$ cat config.mk
export PLATFORM = sky130hd
export DESIGN_NAME = multicycle_ctrl
export DESIGN_NICKNAME = d
export VERILOG_FILES = /design/src/rtl/ctrl_pkg.sv /design/src/rtl/alu_decoder.sv /design/src/rtl/multicycle_ctrl.sv
export SDC_FILE = /design/constraint.sdc
export NUM_CORES = 1
export LEC_CHECK = 0
export BUFFER_PORTS_ARGS = -buffer_cell sky130_fd_sc_hd__buf_2
export CAP_MARGIN = 15
export CORE_ASPECT_RATIO = 0.5
export CORE_MARGIN = 2
export CORE_UTILIZATION = 51
export CTS_BUF_LIST = sky130_fd_sc_hd__clkbuf_4
export DETAILED_ROUTE_END_ITERATION = 8
export GPL_ROUTABILITY_DRIVEN = 0
export HOLD_SLACK_MARGIN = 0.06
export PLACE_DENSITY = 0.79
export SYNTH_ARGS = -nofsm -noshare
export SYNTH_HDL_FRONTEND = slang
export SYNTH_SLANG_ARGS = --single-unit
$ cat constraint.sdc
create_clock -name clk -period 1.7 [get_ports clk]
set_input_delay 0.085 -clock clk [delete_from_list [all_inputs] [get_ports clk]]
set_output_delay 0.085 -clock clk [all_outputs]
set_load 0.1 [all_outputs]
$ cat src/rtl/ctrl_pkg.sv
// Shared types for the multi-cycle RV32I controller: opcodes, ALU operation
// encoding, writeback select, FSM states and the latched instruction class.
package ctrl_pkg;

    localparam logic [6:0] OP_R      = 7'b0110011;
    localparam logic [6:0] OP_I      = 7'b0010011;
    localparam logic [6:0] OP_LOAD   = 7'b0000011;
    localparam logic [6:0] OP_STORE  = 7'b0100011;
    localparam logic [6:0] OP_BRANCH = 7'b1100011;
    localparam logic [6:0] OP_JAL    = 7'b1101111;
    localparam logic [6:0] OP_SYSTEM = 7'b1110011;

    typedef enum logic [3:0] {
        ALU_ADD  = 4'd0,
        ALU_SUB  = 4'd1,
        ALU_AND  = 4'd2,
        ALU_OR   = 4'd3,
        ALU_XOR  = 4'd4,
        ALU_SLL  = 4'd5,
        ALU_SRL  = 4'd6,
        ALU_SRA  = 4'd7,
        ALU_SLT  = 4'd8,
        ALU_SLTU = 4'd9
    } alu_ctrl_e;

    typedef enum logic [1:0] {
        WB_ALU = 2'd0,
        WB_MEM = 2'd1,
        WB_PC4 = 2'd2
    } wb_sel_e;

    // ST_FETCH is all-zero so the debug state also reads 0 while in reset.
    typedef enum logic [2:0] {
        ST_FETCH  = 3'd0,
        ST_DECODE = 3'd1,
        ST_EXEC   = 3'd2,
        ST_MEM    = 3'd3,
        ST_WB     = 3'd4,
        ST_HALT   = 3'd5
    } state_e;

    typedef enum logic [2:0] {
        CLS_R      = 3'd0,
        CLS_I      = 3'd1,
        CLS_LOAD   = 3'd2,
        CLS_STORE  = 3'd3,
        CLS_BRANCH = 3'd4,
        CLS_JAL    = 3'd5,
        CLS_SYSTEM = 3'd6,
        CLS_BAD    = 3'd7
    } instr_cls_e;

    function automatic instr_cls_e opcode_class(input logic [6:0] opcode);
        case (opcode)
            OP_R:      return CLS_R;
            OP_I:      return CLS_I;
            OP_LOAD:   return CLS_LOAD;
            OP_STORE:  return CLS_STORE;
            OP_BRANCH: return CLS_BRANCH;
            OP_JAL:    return CLS_JAL;
            OP_SYSTEM: return CLS_SYSTEM;
            default:   return CLS_BAD;
        endcase
    endfunction

endpackage

$ cat src/rtl/alu_decoder.sv
// Combinational decode of instruction class + funct fields into the ALU
// operation, operand select and a funct-level legality flag.
module alu_decoder
    import ctrl_pkg::*;
(
    input  instr_cls_e cls,
    input  logic [2:0] funct3,
    input  logic       funct7_5,
    output alu_ctrl_e  alu_ctrl,
    output logic       alu_src,
    output logic       illegal
);

    always_comb begin
        alu_ctrl = ALU_ADD;
        alu_src  = 1'b0;
        illegal  = 1'b0;
        case (cls)
            CLS_R, CLS_I: begin
                alu_src = (cls == CLS_I);
                // funct7_5 selects SUB only for R-type; ADDI ignores it.
                case (funct3)
                    3'b000: alu_ctrl = (cls == CLS_R && funct7_5) ? ALU_SUB : ALU_ADD;
                    3'b001: alu_ctrl = ALU_SLL;
                    3'b010: alu_ctrl = ALU_SLT;
                    3'b011: alu_ctrl = ALU_SLTU;
                    3'b100: alu_ctrl = ALU_XOR;
                    3'b101: alu_ctrl = funct7_5 ? ALU_SRA : ALU_SRL;
                    3'b110: alu_ctrl = ALU_OR;
                    3'b111: alu_ctrl = ALU_AND;
                endcase
            end
            CLS_LOAD, CLS_STORE: begin
                alu_src = 1'b1;
                illegal = (funct3 != 3'b010);
            end
            CLS_BRANCH: begin
                alu_ctrl = ALU_SUB;
                illegal  = (funct3[2:1] != 2'b00);
            end
            CLS_JAL, CLS_SYSTEM: begin
                alu_ctrl = ALU_ADD;
            end
            CLS_BAD: begin
                illegal = 1'b1;
            end
        endcase
    end

endmodule

$ cat src/rtl/multicycle_ctrl.sv
// Multi-cycle control FSM sequencing the RV32I datapath through
// FETCH/DECODE/EXEC/MEM/WB, with sticky halt reporting and a retire counter.
module multicycle_ctrl
    import ctrl_pkg::*;
#(
    parameter int MEM_TIMEOUT = 16,
    parameter int CNT_WIDTH   = 32
) (
    input  logic                 clk,
    input  logic                 reset_n,
    input  logic [6:0]           opcode,
    input  logic [2:0]           funct3,
    input  logic                 funct7_5,
    input  logic                 zero,
    input  logic                 mem_ready,
    output logic                 ir_write,
    output logic                 pc_write,
    output logic                 reg_write,
    output logic                 alu_src,
    output logic [3:0]           alu_ctrl,
    output logic                 branch,
    output logic                 pc_sel_branch,
    output logic                 jump,
    output logic                 mem_req,
    output logic                 mem_write,
    output logic [1:0]           wb_sel,
    output logic                 halted,
    output logic                 illegal,
    output logic                 bus_err,
    output logic [CNT_WIDTH-1:0] instret,
    output state_e               dbg_state
);

    localparam int WAIT_W = ($clog2(MEM_TIMEOUT + 1) > 5) ? $clog2(MEM_TIMEOUT + 1) : 5;
    localparam logic [WAIT_W-1:0] WAIT_LAST = WAIT_W'(MEM_TIMEOUT - 1);

    // Handshake: mem_req stays high every MEM cycle; the cycle in which
    // mem_ready is sampled high (including the first) completes the access.

    state_e                state_q,    state_d;
    instr_cls_e            cls_q,      cls_d;
    alu_ctrl_e             alu_ctrl_q, alu_ctrl_d;
    logic                  alu_src_q,  alu_src_d;
    logic                  bne_q,      bne_d;
    logic [WAIT_W-1:0]     wait_q,     wait_d;
    logic [CNT_WIDTH-1:0]  instret_q,  instret_d;
    logic                  illegal_q,  illegal_d;
    logic                  bus_err_q,  bus_err_d;

    instr_cls_e cls_dec;
    alu_ctrl_e  dec_alu_ctrl;
    logic       dec_alu_src;
    logic       dec_illegal;

    assign cls_dec = opcode_class(opcode);

    alu_decoder u_alu_decoder (
        .cls      (cls_dec),
        .funct3   (funct3),
        .funct7_5 (funct7_5),
        .alu_ctrl (dec_alu_ctrl),
        .alu_src  (dec_alu_src),
        .illegal  (dec_illegal)
    );

    always_comb begin
        state_d    = state_q;
        cls_d      = cls_q;
        alu_ctrl_d = alu_ctrl_q;
        alu_src_d  = alu_src_q;
        bne_d      = bne_q;
        wait_d     = wait_q;
        illegal_d  = illegal_q;
        bus_err_d  = bus_err_q;
        instret_d  = pc_write ? instret_q + 1'b1 : instret_q;
        case (state_q)
            ST_FETCH: state_d = ST_DECODE;
            ST_DECODE: begin
                cls_d      = cls_dec;
                alu_ctrl_d = dec_alu_ctrl;
                alu_src_d  = dec_alu_src;
                bne_d      = funct3[0];
                if (dec_illegal) begin
                    state_d   = ST_HALT;
                    illegal_d = 1'b1;
                end else if (cls_dec == CLS_SYSTEM) begin
                    state_d = ST_HALT;
                end else begin
                    state_d = ST_EXEC;
                end
            end
            ST_EXEC: begin
                case (cls_q)
                    CLS_BRANCH, CLS_JAL: state_d = ST_FETCH;
                    CLS_LOAD, CLS_STORE: begin
                        state_d = ST_MEM;
                        wait_d  = '0;
                    end
                    default: state_d = ST_WB;
                endcase
            end
            ST_MEM: begin
                if (mem_ready) begin
                    state_d = (cls_q == CLS_STORE) ? ST_FETCH : ST_WB;
                end else if (wait_q == WAIT_LAST) begin
                    state_d   = ST_HALT;
                    bus_err_d = 1'b1;
                end else begin
                    wait_d = wait_q + 1'b1;
                end
            end
            ST_WB:   state_d = ST_FETCH;
            ST_HALT: state_d = ST_HALT;
            default: state_d = ST_FETCH;
        endcase
    end

    always_ff @(posedge clk or negedge reset_n) begin
        if (!reset_n) begin
            state_q    <= ST_FETCH;
            cls_q      <= CLS_R;
            alu_ctrl_q <= ALU_ADD;
            alu_src_q  <= 1'b0;
            bne_q      <= 1'b0;
            wait_q     <= '0;
            instret_q  <= '0;
            illegal_q  <= 1'b0;
            bus_err_q  <= 1'b0;
        end else begin
            state_q    <= state_d;
            cls_q      <= cls_d;
            alu_ctrl_q <= alu_ctrl_d;
            alu_src_q  <= alu_src_d;
            bne_q      <= bne_d;
            wait_q     <= wait_d;
            instret_q  <= instret_d;
            illegal_q  <= illegal_d;
            bus_err_q  <= bus_err_d;
        end
    end

    // Controls are decoded from state and latched class; reset_n gates them
    // so nothing (notably ir_write in FETCH) is visible while reset is held.
    always_comb begin
        ir_write      = 1'b0;
        pc_write      = 1'b0;
        reg_write     = 1'b0;
        alu_src       = 1'b0;
        alu_ctrl      = 4'd0;
        branch        = 1'b0;
        pc_sel_branch = 1'b0;
        jump          = 1'b0;
        mem_req       = 1'b0;
        mem_write     = 1'b0;
        wb_sel        = WB_ALU;
        if (reset_n) begin
            case (state_q)
                ST_FETCH: ir_write = 1'b1;
                ST_EXEC: begin
                    alu_src  = alu_src_q;
                    alu_ctrl = alu_ctrl_q;
                    if (cls_q == CLS_BRANCH) begin
                        branch        = 1'b1;
                        pc_sel_branch = bne_q ? ~zero : zero;
                        pc_write      = 1'b1;
                    end else if (cls_q == CLS_JAL) begin
                        jump      = 1'b1;
                        reg_write = 1'b1;
                        wb_sel    = WB_PC4;
                        pc_write  = 1'b1;
                    end
                end
                ST_MEM: begin
                    alu_src   = alu_src_q;
                    alu_ctrl  = alu_ctrl_q;
                    mem_req   = 1'b1;
                    mem_write = (cls_q == CLS_STORE);
                    pc_write  = mem_ready && (cls_q == CLS_STORE);
                end
                ST_WB: begin
                    alu_src   = alu_src_q;
                    alu_ctrl  = alu_ctrl_q;
                    reg_write = 1'b1;
                    wb_sel    = (cls_q == CLS_LOAD) ? WB_MEM : WB_ALU;
                    pc_write  = 1'b1;
                end
                default: ;
            endcase
        end
    end

    assign halted    = reset_n & (state_q == ST_HALT);
    assign illegal   = reset_n & illegal_q;
    assign bus_err   = reset_n & bus_err_q;
    assign instret   = instret_q;
    assign dbg_state = state_q;

endmodule

==> key figures <==
Timing
  – Final setup margin: -0.457 ns
  – Fin. max-slew vios: 0
  – Final setup vio count: 52
  – Period minus WS final: 2.16 ns
  – RSZ-0062 raised after global routing: yes
  – Peak Freq: 464 MHz
  – Final Hold Viols: 0
  – Slew headroom: 0.440
  – Worst Max-Slew Pin Slew: 0.832 ns
  – Skew final: 0.0173 ns
  – Final Cycle Share: 1.27

Global route
  – Global-route wire length before repair: 15.2 mm
  – Antenna violations before repair: 0
  – GRT Util Overall: 0.295
  – Vias in the first global route: 3021
  – Grt ovf: 0
  – Largest net degree at the start of global routing: 44

Final layout
  – Share of layout cells above drive strength 1: 0.529
  – Final Instance Area: 0.00498 mm^2
  – Nets: 455
  – Area growth, synth to finish: 65.8%
  – Filler cell count: 212
  – Sequential Area: 0.00135 mm^2
  – N_diodes: 0
  – Multi-input gate area: 0.00214 mm^2

Die
  – Core Rows: 19
  – Die width: 112 um
  – I/O pins: 68
  – Initial Utilization: 0.537
  – Die footprint: 0.00655 mm^2
  – Core area: 0.00559 mm^2
  – Height of the die: 58.2 um

Logic synthesis
  – Yosys reg bits: 51
  – Ys Warns: 0
  – Synth async-reset ratio: 1.00
  – Cell area after synthesis: 0.00300 mm^2
  – Mean Syn Cell Area: 9.38 um^2
  – Ys flop type: dfrtp_1
  – Post-Syn Nets: 341
  – Yosys cell types: 49
  – Syn Inst Count: 320
  – Post-synth EDFFs: 0
  – Sequential-to-total area share from yosys stat: 0.425

Flow run
  – Max_cap viols: 0

Routing
  – WL final: 11.1 mm
  – Via-to-Cell Ratio: 6.47
  – Remaining antenna violation count: 0
  – Avg WL per Cell: 21.8 um
  – Drt first-iter violations: 263
  – DR vias: 3289
  – Remaining DRCs: 0
  – 1st-pass router iterations: 5

Run status
  – Status: finished, violations left
  – Failing checks: negative setup slack

Power
  – Power, Total: 4.55 mW
  – Leak pwr: 2.00 nW
  – Peak supply drop: 0.707 mV
  – Cell area power density: 914 mW/mm^2

Place
  – DPL Wire Length: 5.96 mm
  – Instance area at placement: 0.00426 mm^2
  – Port buffer count: 67

Critical path
  – Req. time, crit path: 1.62 ns
  – CP dominant cell by count: buf_12
  – Crit path DAT: 2.07 ns
  – Crit-path cells: nand2b_4, or4_4, buf_12, nor2_4, buf_12
  – Worst Setup End Kind: output port
  – Top delay family on crit path: simple AND/OR/NAND/NOR gates
  – Max incr delay on CP: 0.58 ns
  – CP max-delay cell: or4_4
  – Critical path start-end classification: reg -> out
  – CP Buf/Inv Count: 2
  – Worst Setup Start Kind: flip-flop
  – Crit Path Max Fanout: 3

Clocking
  – CTS clk-pin slew, worst paths: 0.16 ns
  – H-tree levels: 2
  – Root Buffer: clkbuf_4
  – Max clock buf depth: 2
  – Worst skew pair latency: 0.39 ns
  – Num CTS Buffers: 5
  – CTS tree: yes
  – Clk sinks: 51

Worst hold path
  – Hold Path Class: in -> reg
synth_stat cells, types with 4 or more instances:
master     count  area, um^2
dfrtp_1       51        1280
xnor2_1       34         298
nand2_1       31         116
nor2_1        22        82.6
o2111ai_1     19         166
inv_1         15        56.3
nor3_1        13        65.1
o21ai_0       12        60.1
o211ai_1      11        82.6
and3_1        10        62.6
buf_2         10        50.1
nand3_1       10        50.1
clkbuf_1       7        26.3
nor4_1         7        43.8
a21oi_1        6        30.0
ha_1           6        75.1
nand4_1        6        37.5
o21ai_1        4        20.0
worst reg2reg max path, cell delays in order (launching register included):
cell      delay, ns
dfrtp_4        0.52
buf_6          0.12
buf_6          0.12
nand4b_1       0.22
buf_4          0.19
nor2_4         0.18
buf_8          0.18
buf_16         0.13
o211ai_1       0.14
xnor2_1        0.22
area by class of cell:
| cell class | count | share of cell area |
|---|---|---|
| sequential | 51 | 0.272 |
| multi-input combinational | 236 | 0.429 |
| inverter | 15 | 0.0128 |
| clock inverter | 3 | 0.00402 |
| clock buffer | 5 | 0.00754 |
| timing repair buffer | 125 | 0.256 |
| tap | 73 | 0.0184 |
per-stage QoR:
stage               setup slack [ns]  hold slack, ns  setup TNS [ns]   util  cells
detailed placement           -0.0253           0.144         -0.0936  0.763    473
global placement              0.0244           0.136               0  0.763    473
floorplan                     -0.722          -0.211          -13.63      -    320
global route                  -0.499          0.0993          -17.19  0.891    508
finish                        -0.457          0.0944          -14.57  0.891    508
CTS                           -0.436          0.0799           -7.01  0.845    506
cells in the final DEF, fill, tap and decap left out, types with 4 or more instances in the layout:
| master | n |
|---|---|
| ha_1 | 4 |
| dfrtp_2 | 19 |
| inv_1 | 13 |
| xnor2_1 | 30 |
| a21oi_1 | 5 |
| nand3_1 | 8 |
| buf_4 | 27 |
| o21ai_0 | 7 |
| buf_16 | 4 |
| and3_1 | 4 |
| dfrtp_4 | 14 |
| dfrtp_1 | 18 |
| nand4_1 | 6 |
| buf_6 | 13 |
| nor2_4 | 7 |
| nor2_1 | 14 |
| and3_4 | 5 |
| buf_12 | 23 |
| o2111ai_4 | 10 |
| o21ai_4 | 4 |
| o2111ai_2 | 9 |
| nor3_1 | 8 |
| o211ai_1 | 11 |
| clkbuf_4 | 5 |
| xnor2_2 | 4 |
| buf_2 | 49 |
| dlygate4sd3_1 | 7 |
| nand2_1 | 31 |
kinds of logic (layout without fill, tap and decap cells):
kind of cell / count (synthesis) / in the layout / synth area share
simple gates: 123 / 123 / 0.224
compound gates: 70 / 70 / 0.168
flops: 51 / 51 / 0.425
xor+xnor: 34 / 34 / 0.0992
buf+inv: 33 / 148 / 0.0479
fa+ha+maj: 6 / 6 / 0.0250
mux: 3 / 3 / 0.0108
power breakdown:
part | switching [mW] | total [mW] | leakage (nW) | internal, mW
sequential | 0.123 | 1.49 | 0.597 | 1.36
clock | 0.443 | 0.603 | 0.0288 | 0.160
combinational | 1.61 | 2.46 | 1.37 | 0.854
routing by layer:
metal  global-route usage  vias to the layer above  routed length [um]
li1                     -                     1398                   -
met1                0.364                     1642                4340
met2                0.534                      207                5580
met3               0.0523                       42                 773
met4                0.101                        0                 396
met5                    0                        -                   0
state kept, by name (all words and copies together), names as in the netlist:
register	cells
bne_q	1
cls_q	3
instret	32
illegal_q	1
bus_err_q	1
wait_q	5
dbg_state	3
alu_ctrl_q	4
alu_src_q	1
final timing paths:
| kind | startpoint | endpoint | slack, ns | cells after the start |
|---|---|---|---|---|
| min reg2reg | illegal_q$_DFFE_PN0P_ | illegal_q$_DFFE_PN0P_ | 0.47 | 1 |
| min in group asynchronous | reset_n | dbg_state[0]$_DFFE_PN0P_ | 0.27 | 3 |
| max | dbg_state[0]$_DFFE_PN0P_ | wb_sel[1] | -0.46 | 5 |
| max reg2reg | dbg_state[2]$_DFFE_PN0P_ | instret[17]$_DFFE_PN0P_ | -0.40 | 9 |
| max in group asynchronous | reset_n | instret[0]$_DFFE_PN0P_ | 0.58 | 4 |
| min | funct7_5 | alu_ctrl_q[0]$_DFFE_PN0N_ | 0.09 | 4 |
repair_timing:
| action | 4_1_cts | 5_1_grt |
|---|---|---|
| cloned | 4 | 1 |
| resized for setup | 20 | 43 |
| pin swaps | 28 | 36 |
| buffers inserted | 15 | 1 |
| hold endpoints to repair | 13 | 0 |
| setup endpoints to repair | 22 | 56 |
| hold buffers | 7 | 0 |
Power figures use the tool's default switching activity.
